--- src/rtl/mips_pkg.sv ---
// mips_pkg: constants shared by the multicycle MIPS control path.
//   - opcode constants (OP_*)
//   - 4-bit control FSM state encodings (state_e). These encodings are the
//     same in every build, including the ones without the ADDI states.
//   - ALUOp codes (ALUOP_*)
//   - decode_target(): the state entered after DECODE for a given opcode.
//     FETCH means the opcode is unsupported.
// Configuration macro: MC_ADDI_EN. When it is defined, opcode 001000 (addi)
// is supported. When it is not defined, addi is decoded as illegal.
package mips_pkg;

  localparam logic [5:0] OP_RTYPE = 6'b000000;
  localparam logic [5:0] OP_LW    = 6'b100011;
  localparam logic [5:0] OP_SW    = 6'b101011;
  localparam logic [5:0] OP_BEQ   = 6'b000100;
  localparam logic [5:0] OP_J     = 6'b000010;
  localparam logic [5:0] OP_ADDI  = 6'b001000;

  typedef enum logic [3:0] {
    FETCH  = 4'd0,
    DECODE = 4'd1,
    MEMADR = 4'd2,
    MEMRD  = 4'd3,
    MEMWB  = 4'd4,
    MEMWR  = 4'd5,
    EXEC   = 4'd6,
    ALUWB  = 4'd7,
    BRANCH = 4'd8,
    JUMP   = 4'd9,
    ADDIEX = 4'd10,
    ADDIWB = 4'd11
  } state_e;

  localparam logic [1:0] ALUOP_ADD  = 2'b00;
  localparam logic [1:0] ALUOP_SUB  = 2'b01;
  localparam logic [1:0] ALUOP_FUNC = 2'b10;

  // The state that follows DECODE. A result of FETCH marks an illegal opcode.
  function automatic state_e decode_target(input logic [5:0] op);
    state_e nxt;
    nxt = FETCH;
    case (op)
      OP_LW, OP_SW: nxt = MEMADR;
      OP_RTYPE:     nxt = EXEC;
      OP_BEQ:       nxt = BRANCH;
      OP_J:         nxt = JUMP;
`ifdef MC_ADDI_EN
      OP_ADDI:      nxt = ADDIEX;
`endif
      default:      nxt = FETCH;
    endcase
    return nxt;
  endfunction

endpackage

--- src/rtl/multicycle_control.sv ---
// multicycle_control: main control FSM of the multicycle MIPS datapath.
// The FSM steps through fetch, decode, execute, memory and write-back. The
// memory states FETCH, MEMRD and MEMWR wait for mem_ready.
// Ports:
//   clk, rst_n (asynchronous, active-low)
//   opcode      - instruction-register opcode, sampled in DECODE and MEMADR
//   zero        - ALU zero flag. The datapath uses it to gate PCwriteCond,
//                 so this FSM does not read it.
//   mem_ready   - the memory completes its access in this cycle
//   IRwrite, PCwrite, PCwriteCond, IorD, MemRead, MemWrite, MemtoReg,
//   RegWrite, RegDst, ALUSrcA - datapath enables and selects
//   ALUSrcB, ALUOp, PCSource  - 2-bit datapath selects
//   illegal_op  - one-cycle pulse in DECODE for an unsupported opcode
//   state       - current state encoding (debug)
// Configuration macro: MC_ADDI_EN. It enables the ADDIEX and ADDIWB states.
module multicycle_control
  import mips_pkg::*;
#(
  parameter int OPC_W = 6
) (
  input  logic             clk,
  input  logic             rst_n,
  input  logic [OPC_W-1:0] opcode,
  input  logic             zero,
  input  logic             mem_ready,
  output logic             IRwrite,
  output logic             PCwrite,
  output logic             PCwriteCond,
  output logic             IorD,
  output logic             MemRead,
  output logic             MemWrite,
  output logic             MemtoReg,
  output logic             RegWrite,
  output logic             RegDst,
  output logic             ALUSrcA,
  output logic [1:0]       ALUSrcB,
  output logic [1:0]       ALUOp,
  output logic [1:0]       PCSource,
  output logic             illegal_op,
  output logic [3:0]       state
);

  state_e state_q, state_d;
  state_e dec_next;

  // zero is consumed by the datapath only.
  logic unused_zero;
  assign unused_zero = zero;

  assign dec_next = decode_target(opcode);
  assign state    = state_q;

  always_ff @(posedge clk or negedge rst_n) begin
    if (!rst_n) state_q <= FETCH;
    else        state_q <= state_d;
  end

  always_comb begin
    state_d = FETCH;
    case (state_q)
      FETCH:   state_d = mem_ready ? DECODE : FETCH;
      DECODE:  state_d = dec_next;
      MEMADR:  state_d = (opcode == OP_LW) ? MEMRD : MEMWR;
      MEMRD:   state_d = mem_ready ? MEMWB : MEMRD;
      MEMWB:   state_d = FETCH;
      MEMWR:   state_d = mem_ready ? FETCH : MEMWR;
      EXEC:    state_d = ALUWB;
      ALUWB:   state_d = FETCH;
      BRANCH:  state_d = FETCH;
      JUMP:    state_d = FETCH;
`ifdef MC_ADDI_EN
      ADDIEX:  state_d = ADDIWB;
      ADDIWB:  state_d = FETCH;
`endif
      default: state_d = FETCH;
    endcase
  end

  always_comb begin
    IRwrite     = 1'b0;
    PCwrite     = 1'b0;
    PCwriteCond = 1'b0;
    IorD        = 1'b0;
    MemRead     = 1'b0;
    MemWrite    = 1'b0;
    MemtoReg    = 1'b0;
    RegWrite    = 1'b0;
    RegDst      = 1'b0;
    ALUSrcA     = 1'b0;
    ALUSrcB     = 2'b00;
    ALUOp       = ALUOP_ADD;
    PCSource    = 2'b00;
    illegal_op  = 1'b0;
    case (state_q)
      FETCH: begin
        MemRead = 1'b1;
        ALUSrcB = 2'b01;
        // Gating with rst_n keeps the instruction register and PC from being
        // written while reset is held.
        IRwrite = mem_ready & rst_n;
        PCwrite = mem_ready & rst_n;
      end
      DECODE: begin
        ALUSrcB    = 2'b11;
        illegal_op = (dec_next == FETCH);
      end
      MEMADR: begin
        ALUSrcA = 1'b1;
        ALUSrcB = 2'b10;
      end
      MEMRD: begin
        MemRead = 1'b1;
        IorD    = 1'b1;
      end
      MEMWB: begin
        RegWrite = 1'b1;
        MemtoReg = 1'b1;
      end
      MEMWR: begin
        MemWrite = 1'b1;
        IorD     = 1'b1;
      end
      EXEC: begin
        ALUSrcA = 1'b1;
        ALUOp   = ALUOP_FUNC;
      end
      ALUWB: begin
        RegWrite = 1'b1;
        RegDst   = 1'b1;
      end
      BRANCH: begin
        ALUSrcA     = 1'b1;
        ALUOp       = ALUOP_SUB;
        PCwriteCond = 1'b1;
        PCSource    = 2'b01;
      end
      JUMP: begin
        PCwrite  = 1'b1;
        PCSource = 2'b10;
      end
`ifdef MC_ADDI_EN
      ADDIEX: begin
        ALUSrcA = 1'b1;
        ALUSrcB = 2'b10;
      end
      ADDIWB: begin
        RegWrite = 1'b1;
      end
`endif
      default: ;
    endcase
  end

endmodule

--- config.mk ---
export PLATFORM = sky130hd
export DESIGN_NAME = multicycle_control
export DESIGN_NICKNAME = d
export VERILOG_FILES = /design/src/rtl/mips_pkg.sv /design/src/rtl/multicycle_control.sv
export SDC_FILE = /design/constraint.sdc
export NUM_CORES = 1
export LEC_CHECK = 0
export CORE_MARGIN = 2
export CORE_UTILIZATION = 36
export DETAILED_ROUTE_END_ITERATION = 10
export PLACE_DENSITY = 0.87
export SLEW_MARGIN = 25
export SYNTH_ARGS = -nofsm -noshare
export SYNTH_HDL_FRONTEND = slang
export SYNTH_SLANG_ARGS = --single-unit
--- constraint.sdc ---
create_clock -name clk -period 1.9 [get_ports clk]
set_input_delay 0.285 -clock clk [delete_from_list [all_inputs] [get_ports clk]]
set_output_delay 0.285 -clock clk [all_outputs]
set_load 0.1 [all_outputs]
==> impl_metrics.yaml, run 1 <==
outcome:
  outcome: "aborted with a tool error"
  haltStage: "4_1_cts"
  firstError: "[ERROR DPL-0038] Utilization greater than 100%, impossible to legalize"
yosys:
  synthFlopType: "dfrtp_1"
  synthArstFlopShare_pct: 100.0
  synth-edff-count: 0
  yosys-top-cells-area: "dfrtp_1 (19%), buf_2 (5.6%), nor2_1 (5.6%), nor3_1 (4.7%), or3_1 (4.7%)"
  syn_area_per_cell_um2: 7.420
  seq_area_frac_synth_pct: 18.74
  ys_ff_latch: 4
  ys_types: 32
  synth_top_area_cell: "dfrtp_1"
  syn_area_um2: 534.3
  synth_top_area_share_pct: 18.74
  postSynthCellCount: 72
  syn-num-nets: 82
  yosys_warnings: 0
place:
  portBuffers: 29
  dp_hpwl_um: 1923
  place.gp.congestion: 0.8343
clock_tree:
  h-tree-depth: 1
  cts_sinks: 4
  postCtsSetupBuffers: 2
  cts_root_buf: "clkbuf_4"
  cts.path.max_buffers: 2
  cts_resized: 21
  cts_hold_buf: 0
  cts_buffers: 3
die:
  pin_count: 31
  die_x_um: 42.53
  die_h_um: 42.53
  start_util_pct: 39.57
  rows: 13
-- synth_stat cells, types with 2 or more instances --
cell and count:
nor2_1 8, buf_2 6, nand2_1 5, nor3_1 5
dfrtp_1 4, or3_1 4, a31oi_1 3, nand2b_1 3
nor3b_1 3, nor4_1 3, nand3_1 2, nand3b_1 2
nor2b_1 2, o21ai_0 2, or2_4 2, xnor2_1 2
-- kinds of logic after synthesis --
family                    share of synthesized area (%)
xor gates and xnor gates                          4.919
DFF                                               18.74
AOI/OAI and AO/OA                                 14.99
and+or+nand+nor                                   52.23
buffers and inverters                             9.134
-- metrics by stage --
stage               instances  cell area, µm²  setup TNS (ns)  worst slack, ns
detailed placement        121            1282         -0.4473          -0.2966
global placement          121            1282         -0.1619         -0.08173
floorplan                  72           770.7          -3.375          -0.5051
==> inputs of run 2 (changes only) <==
--- a/config.mk
+++ b/config.mk
@@ -5,10 +5,10 @@
 export SDC_FILE = /design/constraint.sdc
 export NUM_CORES = 1
 export LEC_CHECK = 0
-export CORE_MARGIN = 2
-export CORE_UTILIZATION = 36
+export CORE_AREA = 2 2 63 65
 export DETAILED_ROUTE_END_ITERATION = 10
-export PLACE_DENSITY = 0.87
+export DIE_AREA = 0 0 65 67
+export PLACE_DENSITY_LB_ADDON = 0.15
 export SLEW_MARGIN = 25
 export SYNTH_ARGS = -nofsm -noshare
 export SYNTH_HDL_FRONTEND = slang
==> run 2 against run 1 <==
Compared with the run above:
- the flow now finishes without violations
- synthesized area did not move
- synthesized cell count unchanged
==> impl_metrics.yaml, run 2 <==
outcome:
  outcome: "complete, no violations"
detailed_routing:
  antenna_left: 0
  vias: 721
  routed_wl_um: 1907
  first_pass_iters: 3
  via_per_inst: 4.343
  wl_per_cell_um: 11.49
  drcViolationCount: 0
  drt_iter0_drc: 8
timing:
  post-route-period-util_pct: 98.10
  hold_violations: 0
  setup_viol: 0
  worst_pin_slew_ns: 0.3176
  tns_ns: 0
  finalMaxSlewViolations: 0
  fin_crit_ns: 1.864
  worst_clock_skew_ns: 0.0009611
  fmax_ghz: 0.5365
  slew_headroom_pct: 78.67
  hold_ws_ns: 0.1164
final_layout:
  n_antenna_cell: 0
  layout-drive-gt1-share_pct: 66.95
  syn2layout_area_growth_pct: 175.2
  mostFrequentLayoutCells: "buf_12 (21), buf_4 (20), nor2_4 (5), dlygate4sd2_1 (5)"
  largest_reg_flops: 4
  nNetsFinal: 130
  mostFrequentLayoutCell: "buf_12"
global_routing:
  grt_pass1_vias: 673
  grt_use_total_pct: 9.279
  grt_max_degree: 15
  grt_pass1_wl_um: 3146
  overflow: 0
  antenna_found_initial: 0
yosys:
  synth_top_area_share_pct: 18.74
  synthArstFlopShare_pct: 100.0
  ys_top_cells_by_count: "nor2_1 (8), buf_2 (6), nand2_1 (5), nor3_1 (5)"
  synthFlopType: "dfrtp_1"
  ys_ff_latch: 4
  syn_area_per_cell_um2: 7.420
  synth_top_area_cell: "dfrtp_1"
  yosys-top-cells-area: "dfrtp_1 (19%), buf_2 (5.6%), nor2_1 (5.6%), nor3_1 (4.7%), or3_1 (4.7%)"
  syn-num-nets: 82
  seq_area_frac_synth_pct: 18.74
  post-synth-top-count-cell: "nor2_1"
  yosys_warnings: 0
  syn_area_um2: 534.3
  postSynthCellCount: 72
  synth-edff-count: 0
  ys_types: 32
job:
  drv_cap: 0
pwr:
  internal-power_w: 0.0003884
  power.density_nw_per_um2: 468.1
  switching_share_pct: 43.57
  power_switching_w: 0.0002999
  vdd.ir_drop.worst_mv: 0.2454
  power.static_leakage_nw: 0.5439
  pwr-share-comb_pct: 60.6
  clock_power_share_pct: 25.4
  seqPwrFrac_pct: 14.0
die:
  die_x_um: 65
  pin_count: 31
  die_h_um: 67
  rows: 22
  die_area_um2: 4355
  coreArea_um2: 3606
  start_util_pct: 14.82
clock_tree:
  clkLatencyLatePin_ns: 0.21
  cts.path.max_buffers: 2
  cts_hold_buf: 0
  h-tree-depth: 1
  cts_tree: "built"
  cts_sinks: 4
  clk_pin_slew_worst_paths_ns: 0.03
  cts_buffers: 3
  cts_root_buf: "clkbuf_8"
critical_path:
  rr_worst_depth: 5
  cp_data_required_time_ns: 1.62
  r2r_start: "state[0]$_DFF_PN0_"
  r2r-end: "state[1]$_DFF_PN0_"
  cp-endpoint: "illegal_op"
  reg2reg_slack_ns: 0.33
  cp-startpoint: "opcode[1]"
  worstPathArrival_ns: 1.58
  worstSetupPathType: "input port to output pin"
  cp_max_fo: 3
  startpoint_type: "input port"
  endpoint_kind: "output pin"
place:
  dp_hpwl_um: 1505
  place.gp.congestion: 0.7980
  portBuffers: 29
worst_hold_path:
  worstHoldPathType: "input port to asynchronous set/reset pin"
run 2: cell counts after synthesis:
Identical to the previous run, type by type.
run 2: layout make-up:
cell class	count	area [µm²]
sequential	4	115.1
multi-input combinational	60	583.1
timing repair buffer	51	670.6
fill	368	2136
tap	48	60.06
clock buffer	3	41.29
run 2: per-stage QoR:
step | setup slack (ns) | instance area [µm²] | util, % | instances | total power (W)
after floorplan | -0.5051 | 770.7 | - | 72 | 0.0003682
after global placement | -0.09868 | 1354 | 37.54 | 158 | 0.0005055
after global routing | -0.01442 | 1470 | 40.77 | 166 | 0.0007234
final | 0.03619 | 1470 | 40.77 | 166 | 0.0006882
after detailed placement | -0.1141 | 1354 | 37.54 | 158 | 0.0005081
after CTS | 0.0001710 | 1405 | 38.97 | 161 | 0.0006897
run 2: worst min path at each step:
stage	start	end	slack, ns	depth (start not counted)
after global routing	rst_n	state[1]$_DFF_PN0_	0.12	2
after global placement	state[3]$_DFF_PN0_	state[0]$_DFF_PN0_	0.58	1
after CTS	rst_n	state[2]$_DFF_PN0_	0.13	2
after floorplan	rst_n	state[0]$_DFF_PN0_	-0.01	0
after detailed placement	state[3]$_DFF_PN0_	state[0]$_DFF_PN0_	0.58	1
final	rst_n	state[2]$_DFF_PN0_	0.12	2
run 2: cells by family (layout without fill, tap and decap cells):
family	Yosys count	count (layout)	share of synthesized area [%]
XOR/XNOR	3	3	4.919
buffers and inverters	8	54	9.134
AND/OR/NAND/NOR	46	46	52.23
flip-flops	4	4	18.74
AO/OA/AOI/OAI	11	11	14.99
run 2: power by group through the flow:
| stage | registers (W) | logic [W] | clock network, W |
|---|---|---|---|
| finish | 0.0000961 | 0.000417 | 0.000175 |
| global route | 0.0000968 | 0.000434 | 0.000192 |
| CTS | 0.0000963 | 0.000411 | 0.000182 |
| detailed placement | 0.0000970 | 0.000411 | 0 |
| global placement | 0.0000968 | 0.000409 | 0 |
| floorplan | 0.000125 | 0.000243 | 0 |
run 2: critical path, cell delays in order:
cell,delay [ns]
clkdlybuf4s50_1,0.45
buf_4,0.16
xnor2_1,0.29
o311a_4,0.22
buf_12,0.17
run 2: layer usage:
layer / routed length, µm / track usage (%) / vias up
met5: 0 / 0 / -
met1: 777 / 10.85 / 339
met3: 124 / 2.703 / 0
met2: 1004 / 16.11 / 21
li1: - / - / 361
met4: 0 / 3.191 / 0
run 2: repair_timing:
item / 4_1_cts / 5_1_grt
resized for setup: 10 / 7
endpoints found under the setup margin: 3 / 9
pin swaps: 1 / 1
setup buffers: 0 / 5
(Power assumes the default switching activity.)
==> inputs of run 3 (changes only) <==
--- a/config.mk
+++ b/config.mk
@@ -5,6 +5,7 @@
 export SDC_FILE = /design/constraint.sdc
 export NUM_CORES = 1
 export LEC_CHECK = 0
+export CAP_MARGIN = 20
 export CORE_AREA = 2 2 63 65
 export DETAILED_ROUTE_END_ITERATION = 10
 export DIE_AREA = 0 0 65 67
==> results of run 3 <==
Same layout as run 2: the final DEF is identical, and so are final timing and power.
==> variant 1: new RTL, settings of run 2 <==
The option `MC_ADDI_EN` is turned on by a define.
--- a/src/rtl/mips_pkg.sv
+++ b/src/rtl/mips_pkg.sv
@@ -9,2 +9,4 @@
 // is supported. When it is not defined, addi is decoded as illegal.
+`define MC_ADDI_EN
+
 package mips_pkg;
Behaviour: not the same (a bounded check fails within 4 cycles, from zero or initial values and one cycle with rst_n low).
==> variant 1 against run 2 <==
Cell area shrank 4.9%; sequential share of layout area grew 0.23 points; worst setup slack gained 0.011 ns; sequential cell count is the same; routed wire length grew 0.63%; synthesized area shrank 3.0%; total power grew 26%.
==> variant 1: results (changes against run 2) <==
drt:
  viasPerCell: 4.26  # was 4.34
  drt-initial-drc-count: 11  # was 8
  vias: 699  # was 721
  routed_wl_mm: 1.92  # was 1.91 mm
  firstDrtPassIters: 3  # unchanged
  drc: 0  # unchanged
clock_tree:
  cts.root.buffer_cell: "clkbuf_8"  # unchanged
  cts_buffers: 3  # unchanged
  clock_latency_ns: 0.22
  cts_max_path_buffers: 2  # unchanged
  htree_levels: 1  # unchanged
synthesis:
  synthAdderAreaFrac: 0  # unchanged
  syn_inst: 71  # was 72
  synth_cell_types: 33  # was 32
  yosys_warnings: 0  # unchanged
  synth_mux_area_frac: 0.0217  # was 0
  synth_fp_nets: 81  # was 82
  synth-async-reset-ratio: 1.00  # unchanged
  synthTopCellsByArea: "dfrtp_1 (19%), nor2_1 (8.7%), a21oi_1 (5.8%), nand2b_1 (4.8%), nor3_1 (4.8%)"  # was dfrtp_1 (19%), buf_2 (5.6%), nor2_1 (5.6%), nor3_1 (4.7%), or3_1 (4.7%)
  synth-xor-area-share: 0.0338  # was 0.0492
  ys_seq_area_frac: 0.193  # was 0.187
  synth-compound-area-share: 0.268  # was 0.150
  yosys-top-cells-count: "nor2_1 (12), a21oi_1 (6), nand2_1 (5), nor3_1 (5)"  # was nor2_1 (8), buf_2 (6), nand2_1 (5), nor3_1 (5)
placed_design:
  place_congestion: 0.812  # was 0.798
  place_hpwl_mm: 1.56  # was 1.51 mm
  placed_cell_area_mm2: 0.00132  # was 0.00135 mm^2
  dp.cells: 158  # unchanged
  io_buffers: 29  # unchanged
grt:
  grt_pass1_wl_mm: 3.04  # was 3.15 mm
  grt_pass1_vias: 671  # was 673
  antenna_found_initial: 0  # unchanged
  grt_max_degree: 13  # was 15
  track_usage: 0.0906  # was 0.0928
setup_path:
  rrSetupSlack_ns: 0.23  # was 0.33 ns
  worstPathMaxFanout: 9  # was 3
  cp.arrival_ns: 1.57
power:
  ir_drop_mv: 0.371  # was 0.245 mV
  p_leak_nw: 0.549  # was 0.544 nW
timing:
  fin_worst_skew_ns: 0.00494  # was 0.000961 ns
  worst_pin_slew_ns: 0.486  # was 0.318 ns
finish:
  fin_nets: 128  # was 130
  diodes: 0  # unchanged
  drive_gt1_frac: 0.621  # was 0.669
min_path:
  hold_class: "in -> async"  # unchanged
outcome:
  status: "finished clean"  # unchanged
[variant 1: changes by cell type after synthesis, moves of 2 or more]
cell / run 2 / this run
a21oi_1: 1 / 6
a31oi_1: 3 / 0
buf_2: 6 / 0
clkbuf_1: 0 / 3
nand3_1: 2 / 0
nand3b_1: 2 / 0
nor2_1: 8 / 12
nor3b_1: 3 / 1
o22a_1: 0 / 2
or2_4: 2 / 0
or3_1: 4 / 0
[variant 1: critical path, stage by stage, from the launching register on]
cell and delay (ns):
dfrtp_4 0.52, or2_4 0.29, buf_4 0.18, nor3_4 0.16
buf_12 0.20
[variant 1: cell type report]
class / count / area, um^2
Timing Repair Buffer: 49 / 662
Sequential cell: 4 / 113
Fill cell: 363 / 2210
Clock buffer: 3 / 41.3
Multi-Input combinational cell: 59 / 518
Tap cell: 48 / 60.1
Inverter: 1 / 3.75
[variant 1: worst paths after layout]
kind,startpoint,end,cells after the start
worst max-delay path,state[2]$_DFF_PN0_,illegal_op,4
worst min-delay path,rst_n,state[3]$_DFF_PN0_,2
worst max register to register,state[2]$_DFF_PN0_,state[2]$_DFF_PN0_,3
worst min register to register,state[3]$_DFF_PN0_,state[0]$_DFF_PN0_,2
max in group asynchronous,rst_n,state[2]$_DFF_PN0_,2
min in group clk,opcode[3],state[2]$_DFF_PN0_,3
[variant 1: cell families after synthesis]
family	after synthesis
buffers and inverters	8
multiplexers	1
XOR/XNOR	2
AND/OR/NAND/NOR	37
AO/OA/AOI/OAI	19
flip-flops	4
[variant 1: metrics by stage]
step	hold WS, ns	setup TNS (ns)	utilization	worst slack, ns	power (mW)
2_1_floorplan	-0.0106	-3.20	-	-0.392	0.483
3_3_place_gp	0.588	-0.104	0.365	-0.0607	0.684
3_5_place_dp	0.590	-0.0613	0.365	-0.0362	0.686
4_1_cts	0.359	0	0.378	0.000654	0.871
5_1_grt	0.360	0	0.388	0.00163	0.902
6_report	0.359	0	0.388	0.0475	0.865
[variant 1: what timing repair did]
action                                 4_1_cts  5_1_grt
endpoints found under the hold margin        0        0
setup endpoints to repair                    1        1
gates resized for setup                      3        4
pin swaps                                    2        3
buffers inserted                             0        3
[variant 1: routing by layer]
| metal | part of all wire | global-route usage | wire length [um] | vias to the layer above |
|---|---|---|---|---|
| met1 | 0.44 | 0.105 | 848 | 319 |
| met4 | 0.016 | 0.0372 | 31 | 0 |
| li1 | - | - | - | 348 |
| met3 | 0.060 | 0.0304 | 115 | 4 |
| met2 | 0.48 | 0.152 | 924 | 28 |
| met5 | 0 | 0 | 0 | - |
[variant 1: where the power goes]
| group | internal, mW | total [mW] | leakage [nW] | switching, mW |
|---|---|---|---|---|
| sequential | 0.0955 | 0.120 | 0.0473 | 0.0244 |
| clock | 0.135 | 0.177 | 0.0216 | 0.0422 |
| combinational | 0.219 | 0.568 | 0.480 | 0.349 |
==> variant 2: new RTL, flow settings as in run 2 <==
Without the edit above. Make the reset (`rst_n`) synchronous in one clocked block. Comments in the files are not updated.
--- a/src/rtl/multicycle_control.sv
+++ b/src/rtl/multicycle_control.sv
@@ -52,3 +52,3 @@
 
-  always_ff @(posedge clk or negedge rst_n) begin
+  always_ff @(posedge clk) begin
     if (!rst_n) state_q <= FETCH;
Check against the original RTL: differs if rst_n is asserted again (counterexample within 4 cycles, from zero or initial values and one cycle with rst_n low); with rst_n held inactive, the same outputs for 10 cycles.
==> variant 2 against run 2 <==
Routed wire length down 21%; synthesized cell count down 9.7%; sequential cell count stayed put; cell area down 18%; worst setup slack better by 0.0073 ns; first-iteration DRC count grew 38%; maximum frequency increased by 0.39%; synthesized area fell by 16%.
Power is not compared: it rests on default switching activity, and its combinational part moved more than twofold at a synthesized area within 25%.
==> variant 2: results (changes against run 2) <==
grt:
  grt_pass1_vias: 583  # was 673
  grt_max_degree: 17  # was 15
  track_usage: 0.0777  # was 0.0928
  grt_pass1_wl_mm: 2.59  # was 3.15 mm
  antenna_found_initial: 0  # unchanged
synthesis:
  avgSynthCellArea_um2: 6.87  # was 7.42 um^2
  yosys_warnings: 0  # unchanged
  synth_cell_types: 31  # was 32
  synth_flop_cell: "dfxtp_1"  # was dfrtp_1
  synthTopCellsByArea: "dfxtp_1 (18%), nor3_1 (7.8%), buf_2 (4.5%), nand2_1 (4.2%), nor2_1 (4.2%)"  # was dfrtp_1 (19%), buf_2 (5.6%), nor2_1 (5.6%), nor3_1 (4.7%), or3_1 (4.7%)
  ys_seq_area_frac: 0.179  # was 0.187
  synth-async-reset-ratio: 0  # was 1.00
  synth_fp_nets: 75  # was 82
  yosys-top-cells-count: "nor3_1 (7), nand2_1 (5), nor2_1 (5)"  # was nor2_1 (8), buf_2 (6), nand2_1 (5), nor3_1 (5)
setup_path:
  worstPathMaxFanout: 16  # was 3
  rrSetupSlack_ns: 0.40  # was 0.33 ns
  reg2reg_to: "state[2]$_SDFF_PN0_"  # was state[1]$_DFF_PN0_
  rr_worst_depth: 4  # was 5
  crit_path_top_delay_cell: "or4b_4"  # was clkdlybuf4s50_1
  critPathMaxStageDelay_ns: 0.61  # was 0.45 ns
  cp.arrival_ns: 1.57
  startpoint: "state[1]$_SDFF_PN0_"  # was opcode[1]
placed_design:
  place_hpwl_mm: 1.27  # was 1.51 mm
  io_buffers: 29  # unchanged
  placed_cell_area_mm2: 0.00116  # was 0.00135 mm^2
  place_congestion: 0.718  # was 0.798
  dp.cells: 142  # was 158
  place_worst_setup_slack_ns: -0.0858  # was -0.114 ns
finish:
  n_fill_cell: 368  # unchanged
  largest_reg_flops: 4  # unchanged
  drive_gt1_frac: 0.577  # was 0.669
  diodes: 0  # unchanged
  fin_nets: 109  # was 130
min_path:
  hold_class: "in -> reg"  # was in -> async
  worstHoldStart: "opcode[3]"
  min_path_cells: 5
power:
  power_density_mw_per_mm2: 373
  ir_drop_mv: 0.125
  p_leak_nw: 0.435
clock_tree:
  cts_max_path_buffers: 2  # unchanged
  cts.clk_slew.worst_paths_ns: 0.03  # about the same
  cts_buffers: 3  # unchanged
  cts.root.buffer_cell: "clkbuf_8"  # unchanged
  htree_levels: 1  # unchanged
  clock_latency_ns: 0.22
outcome:
  status: "finished clean"  # unchanged
drt:
  vias: 585  # was 721
  firstDrtPassIters: 4  # was 3
  routed_wl_mm: 1.51  # was 1.91 mm
  drt-initial-drc-count: 11  # was 8
  wl_per_cell_um: 10.4  # was 11.5 um
timing:
  fin_worst_skew_ns: 0.00399  # was 0.000961 ns
  holdWs_ns: 0.629  # was 0.116 ns
  slew_headroom: 0.751  # was 0.787
  hold_viol_final: 0  # unchanged
==> variant 2: changes by cell type after synthesis, sizes merged, moves of 3 or more <==
cell	delta
inv	+4
or3	-3
nor4	-3
dfxtp	+4
buf	-3
dfrtp	-4
==> variant 2: report_power, final <==
| group | internal [mW] | leakage [nW] | switching, mW | total, mW |
|---|---|---|---|---|
| registers | 0.0818 | 0.0355 | 0.00965 | 0.0915 |
| clock network | 0.135 | 0.0216 | 0.0420 | 0.177 |
| logic | 0.0764 | 0.378 | 0.105 | 0.181 |
==> variant 2: per-layer routing <==
metal / wire length [um] / vias up / global-route usage / part of all wire
met3: 119 / 2 / 0.0186 / 0.079
met2: 735 / 22 / 0.134 / 0.49
met4: 19 / 0 / 0.0479 / 0.013
met5: 0 / - / 0 / 0
li1: - / 298 / - / -
met1: 637 / 263 / 0.0859 / 0.42
==> variant 2: kinds of logic after synthesis <==
group           count (synthesis)  synth area share
xor+xnor                        3            0.0588
flops                           4             0.179
simple gates                   38             0.496
compound gates                 10             0.148
buf+inv                         9            0.0952
mux                             1            0.0224
==> variant 2: worst max-delay path: cells and delay by family, from the launching register on <==
| kind | cells | cell delay (ns) |
|---|---|---|
| buf+inv | 1 | 0.18 |
| flops | 1 | 0.42 |
| simple gates | 2 | 0.76 |
==> variant 2: area by class of cell <==
type                       instances  share of cell area
multi-input combinational         52               0.377
timing repair buffer              34               0.442
tap                               48              0.0497
clock buffer                       3              0.0342
inverter                           4              0.0176
sequential                         4              0.0788
==> variant 2: worst max path at each step <==
stage,slack (ns),to,cells past startpoint
after floorplan,-0.62,RegWrite,4
after global placement,-0.07,illegal_op,6
after detailed placement,-0.09,illegal_op,6
after CTS,0.03,illegal_op,3
after global routing,0.006,illegal_op,3
final,0.04,illegal_op,3
==> variant 2: what timing repair did <==
action	CTS	global route
gates resized for setup	5	1
setup buffers	0	0
setup endpoints to repair	1	1
pin swaps	2	0
